## config.mk

```make
export PLATFORM = sky130hd
export DESIGN_NAME = id_fetch_queue
export DESIGN_NICKNAME = d
export VERILOG_FILES = /design/src/rtl/id_fetch_queue_pkg.sv /design/src/rtl/ifq_regarray.sv /design/src/rtl/id_fetch_queue.sv
export SDC_FILE = /design/constraint.sdc
export NUM_CORES = 1
export LEC_CHECK = 0
export BUFFER_PORTS_ARGS = -buffer_cell sky130_fd_sc_hd__buf_4
export CAP_MARGIN = 10
export CORE_ASPECT_RATIO = 0.6
export CORE_MARGIN = 4
export CORE_UTILIZATION = 45
export CTS_BUF_LIST = sky130_fd_sc_hd__clkbuf_4 sky130_fd_sc_hd__clkbuf_8
export CTS_CLUSTER_SIZE = 24
export DETAILED_ROUTE_END_ITERATION = 16
export HOLD_SLACK_MARGIN = 0.02
export PLACE_DENSITY = 0.71
export SYNTH_ARGS = -nofsm -noshare
export SYNTH_HDL_FRONTEND = slang
export SYNTH_SLANG_ARGS = --single-unit
```

## constraint.sdc

```tcl
create_clock -name clk -period 4 [get_ports clk]
set_input_delay 0.8 -clock clk [delete_from_list [all_inputs] [get_ports clk]]
set_output_delay 0.8 -clock clk [all_outputs]
set_load 0.02 [all_outputs]
```

## src/rtl/id_fetch_queue_pkg.sv

```systemverilog
// Package: id_fetch_queue_pkg
// Shared constants for the IF->ID fetch queue.
//   IFQ_DEPTH    default queue depth
//   IFQ_PC_WD    default pc width
//   IFQ_INST_WD  default instruction width
//   IFQ_WD       width of one stored {pc, inst} entry
//   INST_NOP     bubble instruction presented when the queue is empty
package id_fetch_queue_pkg;

  localparam int IFQ_DEPTH   = 4;
  localparam int IFQ_PC_WD   = 32;
  localparam int IFQ_INST_WD = 32;
  localparam int IFQ_WD      = IFQ_PC_WD + IFQ_INST_WD;

  localparam logic [IFQ_INST_WD-1:0] INST_NOP = 32'h0;

endpackage

```

## src/rtl/ifq_regarray.sv

```systemverilog
// Module: ifq_regarray
// DEPTH x WD flop array holding the fetch queue's {pc, inst} entries.
// One synchronous write port and one asynchronous (combinational) read port.
// Contents are not reset; the owner gates the read data when no entry is valid.
// Ports:
//   clk      in   clock
//   wr_en    in   write strobe
//   wr_addr  in   write slot
//   wr_data  in   entry to store
//   rd_addr  in   read slot
//   rd_data  out  entry at rd_addr, same cycle
module ifq_regarray #(
  parameter int DEPTH   = 4,
  parameter int WD      = 64,
  parameter int ADDR_WD = 2
) (
  input  logic               clk,
  input  logic               wr_en,
  input  logic [ADDR_WD-1:0] wr_addr,
  input  logic [WD-1:0]      wr_data,
  input  logic [ADDR_WD-1:0] rd_addr,
  output logic [WD-1:0]      rd_data
);

  logic [WD-1:0] mem_reg [DEPTH];

  always_ff @(posedge clk) begin
    if (wr_en) begin
      mem_reg[wr_addr] <= wr_data;
    end
  end

  assign rd_data = mem_reg[rd_addr];

endmodule

```

## src/rtl/id_fetch_queue.sv

```systemverilog
// Module: id_fetch_queue
// Fetch-to-decode instruction queue. Captures {pc, inst} returned by the
// instruction SRAM while ID is stalled, feeds ID in order, drops everything on
// a taken branch, and shows a zero NOP bubble when empty.
// Ports:
//   clk, rst   clock and synchronous active-high reset
//   flush      discard all entries (taken branch/jump)
//   in_valid   IF presents {in_pc, in_inst}
//   in_pc      pc of the returned instruction
//   in_inst    instruction aligned to in_pc
//   in_ready   a push is accepted this cycle (registered state only)
//   out_valid  out_pc/out_inst hold a real instruction
//   out_pc     head pc, 0 when !out_valid
//   out_inst   head instruction, NOP when !out_valid
//   out_ready  ID consumes the head
//   count      occupancy 0..DEPTH
module id_fetch_queue
  import id_fetch_queue_pkg::*;
#(
  parameter int DEPTH   = IFQ_DEPTH,
  parameter int PC_WD   = IFQ_PC_WD,
  parameter int INST_WD = IFQ_INST_WD,
  parameter int BYPASS  = 0,
  localparam int PTR_WD = $clog2(DEPTH)
) (
  input  logic               clk,
  input  logic               rst,
  input  logic               flush,
  input  logic               in_valid,
  input  logic [PC_WD-1:0]   in_pc,
  input  logic [INST_WD-1:0] in_inst,
  output logic               in_ready,
  output logic               out_valid,
  output logic [PC_WD-1:0]   out_pc,
  output logic [INST_WD-1:0] out_inst,
  input  logic               out_ready,
  output logic [PTR_WD:0]    count
);

  localparam int WD = PC_WD + INST_WD;
  localparam logic [PTR_WD:0] FULL_CNT = (PTR_WD+1)'(DEPTH);

  logic [PTR_WD-1:0] wr_ptr_reg, wr_ptr_next;
  logic [PTR_WD-1:0] rd_ptr_reg, rd_ptr_next;
  logic [PTR_WD:0]   count_reg, count_next;

  logic          empty;
  logic          full;
  logic          byp_active;
  logic          push;
  logic          pop;
  logic          wr_en;
  logic          rd_en;
  logic [WD-1:0] head_data;

  // Full/empty come from the occupancy counter, so equal pointers are never ambiguous.
  assign empty = (count_reg == '0);
  assign full  = (count_reg == FULL_CNT);

  // Depends on registered state only: no combinational path from out_ready.
  assign in_ready = !full;

  // Empty-queue forwarding of the incoming instruction (BYPASS builds only).
  assign byp_active = (BYPASS != 0) && empty && in_valid;

  assign out_valid = !empty || byp_active;

  always_comb begin
    out_pc   = '0;
    out_inst = INST_WD'(INST_NOP);
    if (!empty) begin
      {out_pc, out_inst} = head_data;
    end else if (byp_active) begin
      out_pc   = in_pc;
      out_inst = in_inst;
    end
  end

  assign push = in_valid && in_ready;
  assign pop  = out_valid && out_ready;

  // A forwarded instruction that ID takes immediately never touches storage.
  assign wr_en = push && !flush && !(byp_active && out_ready);
  assign rd_en = pop && !empty && !flush;

  always_comb begin
    wr_ptr_next = wr_ptr_reg;
    rd_ptr_next = rd_ptr_reg;
    count_next  = count_reg;
    if (flush) begin
      wr_ptr_next = '0;
      rd_ptr_next = '0;
      count_next  = '0;
    end else begin
      // DEPTH is a power of two, so the natural overflow wraps DEPTH-1 -> 0.
      if (wr_en) wr_ptr_next = wr_ptr_reg + PTR_WD'(1);
      if (rd_en) rd_ptr_next = rd_ptr_reg + PTR_WD'(1);
      case ({wr_en, rd_en})
        2'b10:   count_next = count_reg + (PTR_WD+1)'(1);
        2'b01:   count_next = count_reg - (PTR_WD+1)'(1);
        default: count_next = count_reg;
      endcase
    end
  end

  always_ff @(posedge clk) begin
    if (rst) begin
      wr_ptr_reg <= '0;
      rd_ptr_reg <= '0;
      count_reg  <= '0;
    end else begin
      wr_ptr_reg <= wr_ptr_next;
      rd_ptr_reg <= rd_ptr_next;
      count_reg  <= count_next;
    end
  end

  assign count = count_reg;

  ifq_regarray #(
    .DEPTH   (DEPTH),
    .WD      (WD),
    .ADDR_WD (PTR_WD)
  ) u_regarray (
    .clk     (clk),
    .wr_en   (wr_en),
    .wr_addr (wr_ptr_reg),
    .wr_data ({in_pc, in_inst}),
    .rd_addr (rd_ptr_reg),
    .rd_data (head_data)
  );

endmodule

```

# Word level (Yosys, flattened, before mapping)
# Memory sizes are Yosys's and may differ from the RTL's. A register that Yosys moved wholly into a read port is not among the register bits.
# Cells that the tools add are included.
# word_totals
inputBits,69
ramBits,256
mem_count,1
register_bits,7
output_inout_bits,69
# memory_table
memory,depth,width,read_ports,rd_clocked_by_memory_dff,wr,line,text
u_regarray.mem_reg,4,64,1,1,1,ifq_regarray.sv:25,logic [WD-1:0] mem_reg [DEPTH];
# op_classes
addsub,4
mux,7
n_reduce_logical,11
eq_ne,3
# ops
operator,count
32-bit two-way mux,2
3-bit case mux with 2 select lines,1
1-bit logical AND,5
2-bit by 1-bit adder with 2-bit output (second input constant),2
2-bit two-way mux,2
3-bit by 1-bit adder with 3-bit output (second input constant),1
3-bit equality test (second input constant),1
1-bit zero test,3
3-bit zero test,1
3-bit by 1-bit subtractor with 3-bit output (second input constant),1
2-bit by 1-bit equality test with 1-bit output (second input constant),1
2-bit equality test (second input constant),1
1-bit two-way mux,2
2-bit nonzero test,1
2-bit OR reduction,1

# Longest topological paths before layout
# logic_depth
ltp_word,7
depth_mapped,10
mapped_depth_nobuf,9

# Modules after synthesis
# From an unflattened synthesis, not the netlist that was laid out.
# unflattened
cells_unflattened,450
hier_area_um2,10186.0
# modules_own_cells
module,cells_each,instances,seq_area_each_um2,area_each_um2
ifq_regarray,338,1,7687.4,9341.5
id_fetch_queue,112,1,140.1,844.6

# Worst setup path before layout
# Ideal clock, no wire load.
# synth_path
path_kind,input -> register
start,in in_valid
end,mem u_regarray.mem_reg[0][0] (enable)
path_slack_ps,858
n_path_buf,0
arrival_ps,2713
setup_ps,429
path_stages,2
path_cell_list,nor2b_1 and3_1
# synth_via
elab_chain_cells,4
# synth_lines
item,line,text
start: declaration,id_fetch_queue.sv:29,"input logic in_valid,"
1-bit logical AND,id_fetch_queue.sv:79,assign push = in_valid && in_ready;
1-bit logical AND,id_fetch_queue.sv:83,assign wr_en = push && !flush && !(byp_active && out_ready);
1-bit two-way mux,ifq_regarray.sv:28,if (wr_en) begin
1-bit two-way mux (not written as such),ifq_regarray.sv:29,mem_reg[wr_addr] <= wr_data;
end: declaration,ifq_regarray.sv:25,
# No other way between the ends.

==> impl_results.md <==
- Syn Area/Cell: 22.26 sq um
- Total track usage: 15.65%
- Fin worst setup slack: 693.8 ps
- Share of the synthesized area in the top cell type: 75.09%
- Crit path kind: flop to primary output
- VDD IR max: 0.2969 mV
- Die ar.: 0.02531 sq mm
- Crit path time final: 3306 ps
- Worst setup SP type: flop
- Mapped Cells: 460
- Hpwl dp: 11,320 um
- Post-Layout Inst Area: 0.01231 sq mm
- Placed Area: 0.01150 sq mm
- CTS Buf Count: 40
- Critical Path RT: 3200 ps
- Leak pwr: 0.004174 uW
- Ranking of synthesized cells by area: edfxtp_1 (75%), mux4_2 (13%), and2_1 (3.9%)
- Core ar.: 0.02223 sq mm
- Clock tree buffer depth: 3
- Critical Path AT: 2510 ps
- Die X: 202.7 um
- Max-cap violations: 0
- Sequential share of the synthesized area: 76.85%
- Final period utilization: 82.65%
- Antenna Nets Post-Route: 0
- DRT iter0 DRCs: 280
- Ys Warns: 0
- Initial Util: 46.05%
- Initial antenna violation count: 0
- Global placement routability congestion: 0.6920
- N_diodes: 0
- Clk_skew: 24.29 ps
- Area leader, netlist: edfxtp_1
- Slew @ Worst Pin: 1034 ps
- Most frequent cell after synthesis: edfxtp_1
- Syn Nets: 535
- Clk slew on worst S/H paths: 70 ps
- Outcome: completed
- Fin Setup TNS: 0 ps
- Worst Setup End Kind: primary output
- Crit-path max FO: 21
- Largest net degree at the start of global routing: 66
- Vias in the first global route: 5,374
- Hold Crit Class: input port to flop
- Post-CTS setup repair buffer count: 0
- CTS tree: done
- Root Buffer: clkbuf_8
- Row count: 42
- DP Worst Slack: 1146 ps
- DRC errors left: 0
- # H-tree levels: 2
- Pins Over Slew Limit: 0
- Die span in y: 124.8 um
- Final nets: 694
- Synth cell count leaders: edfxtp_1 (256), and2_1 (64), mux4_2 (60)
- Post-CTS Hold Buffers: 0
- Slew HR: 31.09%
- First-pass GRT wire length: 30,600 um
- Yosys cell types: 29
- Clk_lat worst skew: 530 ps
- Vias/cell: 5.162
- Io pins: 138
- Post-synth EDFFs: 256
- GR Overflow Total: 0
- Routed len/inst: 20.88 um
- Post-Syn Area: 0.01024 sq mm
- CTS sink cnt: 265
- Layout area overhead: 20.20%
- Post-synth ARST share: 0%
- Final setup vio count: 0
- Tot Pwr: 5526 uW
- Final wirelength: 19,900 um
- F_max: 302.5 MHz
- Post-CTS sizing: 0
- I/O Buffers: 137
- Max reg flops: 256
- RSZ-0062 raised after global routing: false
- Vias: 4,919
- Pwr/cell area: 449.1 mW/mm^2
- Drt pass-1 iters: 5
- Final hold violations: 0
- FF+latch count, synth: 265
- Most used flip-flop cell after synthesis: edfxtp_1
- Share of cells above drive strength 1: 42.48%
## worst paths after layout
kind / startpoint / endpoint / slack, ps / cells after the start
worst max-delay path: flop / out_pc[7] / 690 / 4
worst min-delay path: in_inst[30] / u_regarray.mem_reg[2][30]$_DFFE_PP_ / 470 / 1
worst max register to register: count[2]$_SDFFE_PP0P_ / count[2]$_SDFFE_PP0P_ / 1410 / 9
worst min register to register: rd_ptr_reg[1]$_SDFFE_PP0P_ / rd_ptr_reg[1]$_SDFFE_PP0P_ / 530 / 2
## cell type report
type | instances | area (sq um)
Multi-Input combinational cell | 166 | 2161
Sequential cell | 265 | 7875
Inverter | 6 | 22.52
Clock buffer | 59 | 711.9
Clock inverter | 9 | 73.82
Fill cell | 1709 | 9923
Timing Repair Buffer | 140 | 1076
Tap cell | 308 | 385.4
## layer usage
metal  up-vias  share of wire [%]  track usage (%)
li1       2180                  -                -
met1      2534                 42            21.11
met2       179                 48            24.86
met3        26                8.3            5.621
met4         0               0.95            3.351
met5         -                  0                0
## power breakdown
part | switching [uW] | internal, uW
registers | 11.5 | 3080
clock network | 978 | 1200
logic | 129 | 120
total | 1120 | 4410
## metrics by stage
| step | hold slack (ps) | cells | util, % |
|---|---|---|---|
| after global placement | 514.5 | 884 | 51.73 |
| after CTS | 429.1 | 952 | 55.27 |
| after global routing | 417.6 | 953 | 55.36 |
| after detailed placement | 516.8 | 884 | 51.73 |
| final | 465.2 | 953 | 55.36 |
| after floorplan | 484.7 | 460 | - |
## worst max-delay path, cell delays in order, from the launching register on
cell,delay (ps)
dfxtp_4,650
buf_4,420
mux4_2,570
and2_1,170
buf_4,150
## placed cells by master (no fill, tap or decap), types with 2 or more instances in the layout
cell and count:
dfxtp_4 2, xor2_1 4, a21oi_1 3, ha_1 5, clkbuf_4 16, and2_1 64
edfxtp_1 256, mux4_1 4, dfxtp_1 7, nor2_1 8, clkinv_1 4, clkinvlp_4 2
inv_1 6, and3_4 4, buf_4 138, buf_12 2, mux4_2 60, clkbuf_8 43
## cell families (layout without fill, tap and decap cells)
kind of cell    count (synthesis)  in the layout  share of synthesized area [%]
simple gates                   84             84                          4.974
buf+inv                        29            214                          2.249
flops                         265            265                          76.85
fa+ha+maj                       6              6                         0.8067
compound gates                  8              8                         0.5499
mux                            64             64                          14.23
xor+xnor                        4              4                         0.3422
Power figures use the tool's default switching activity.
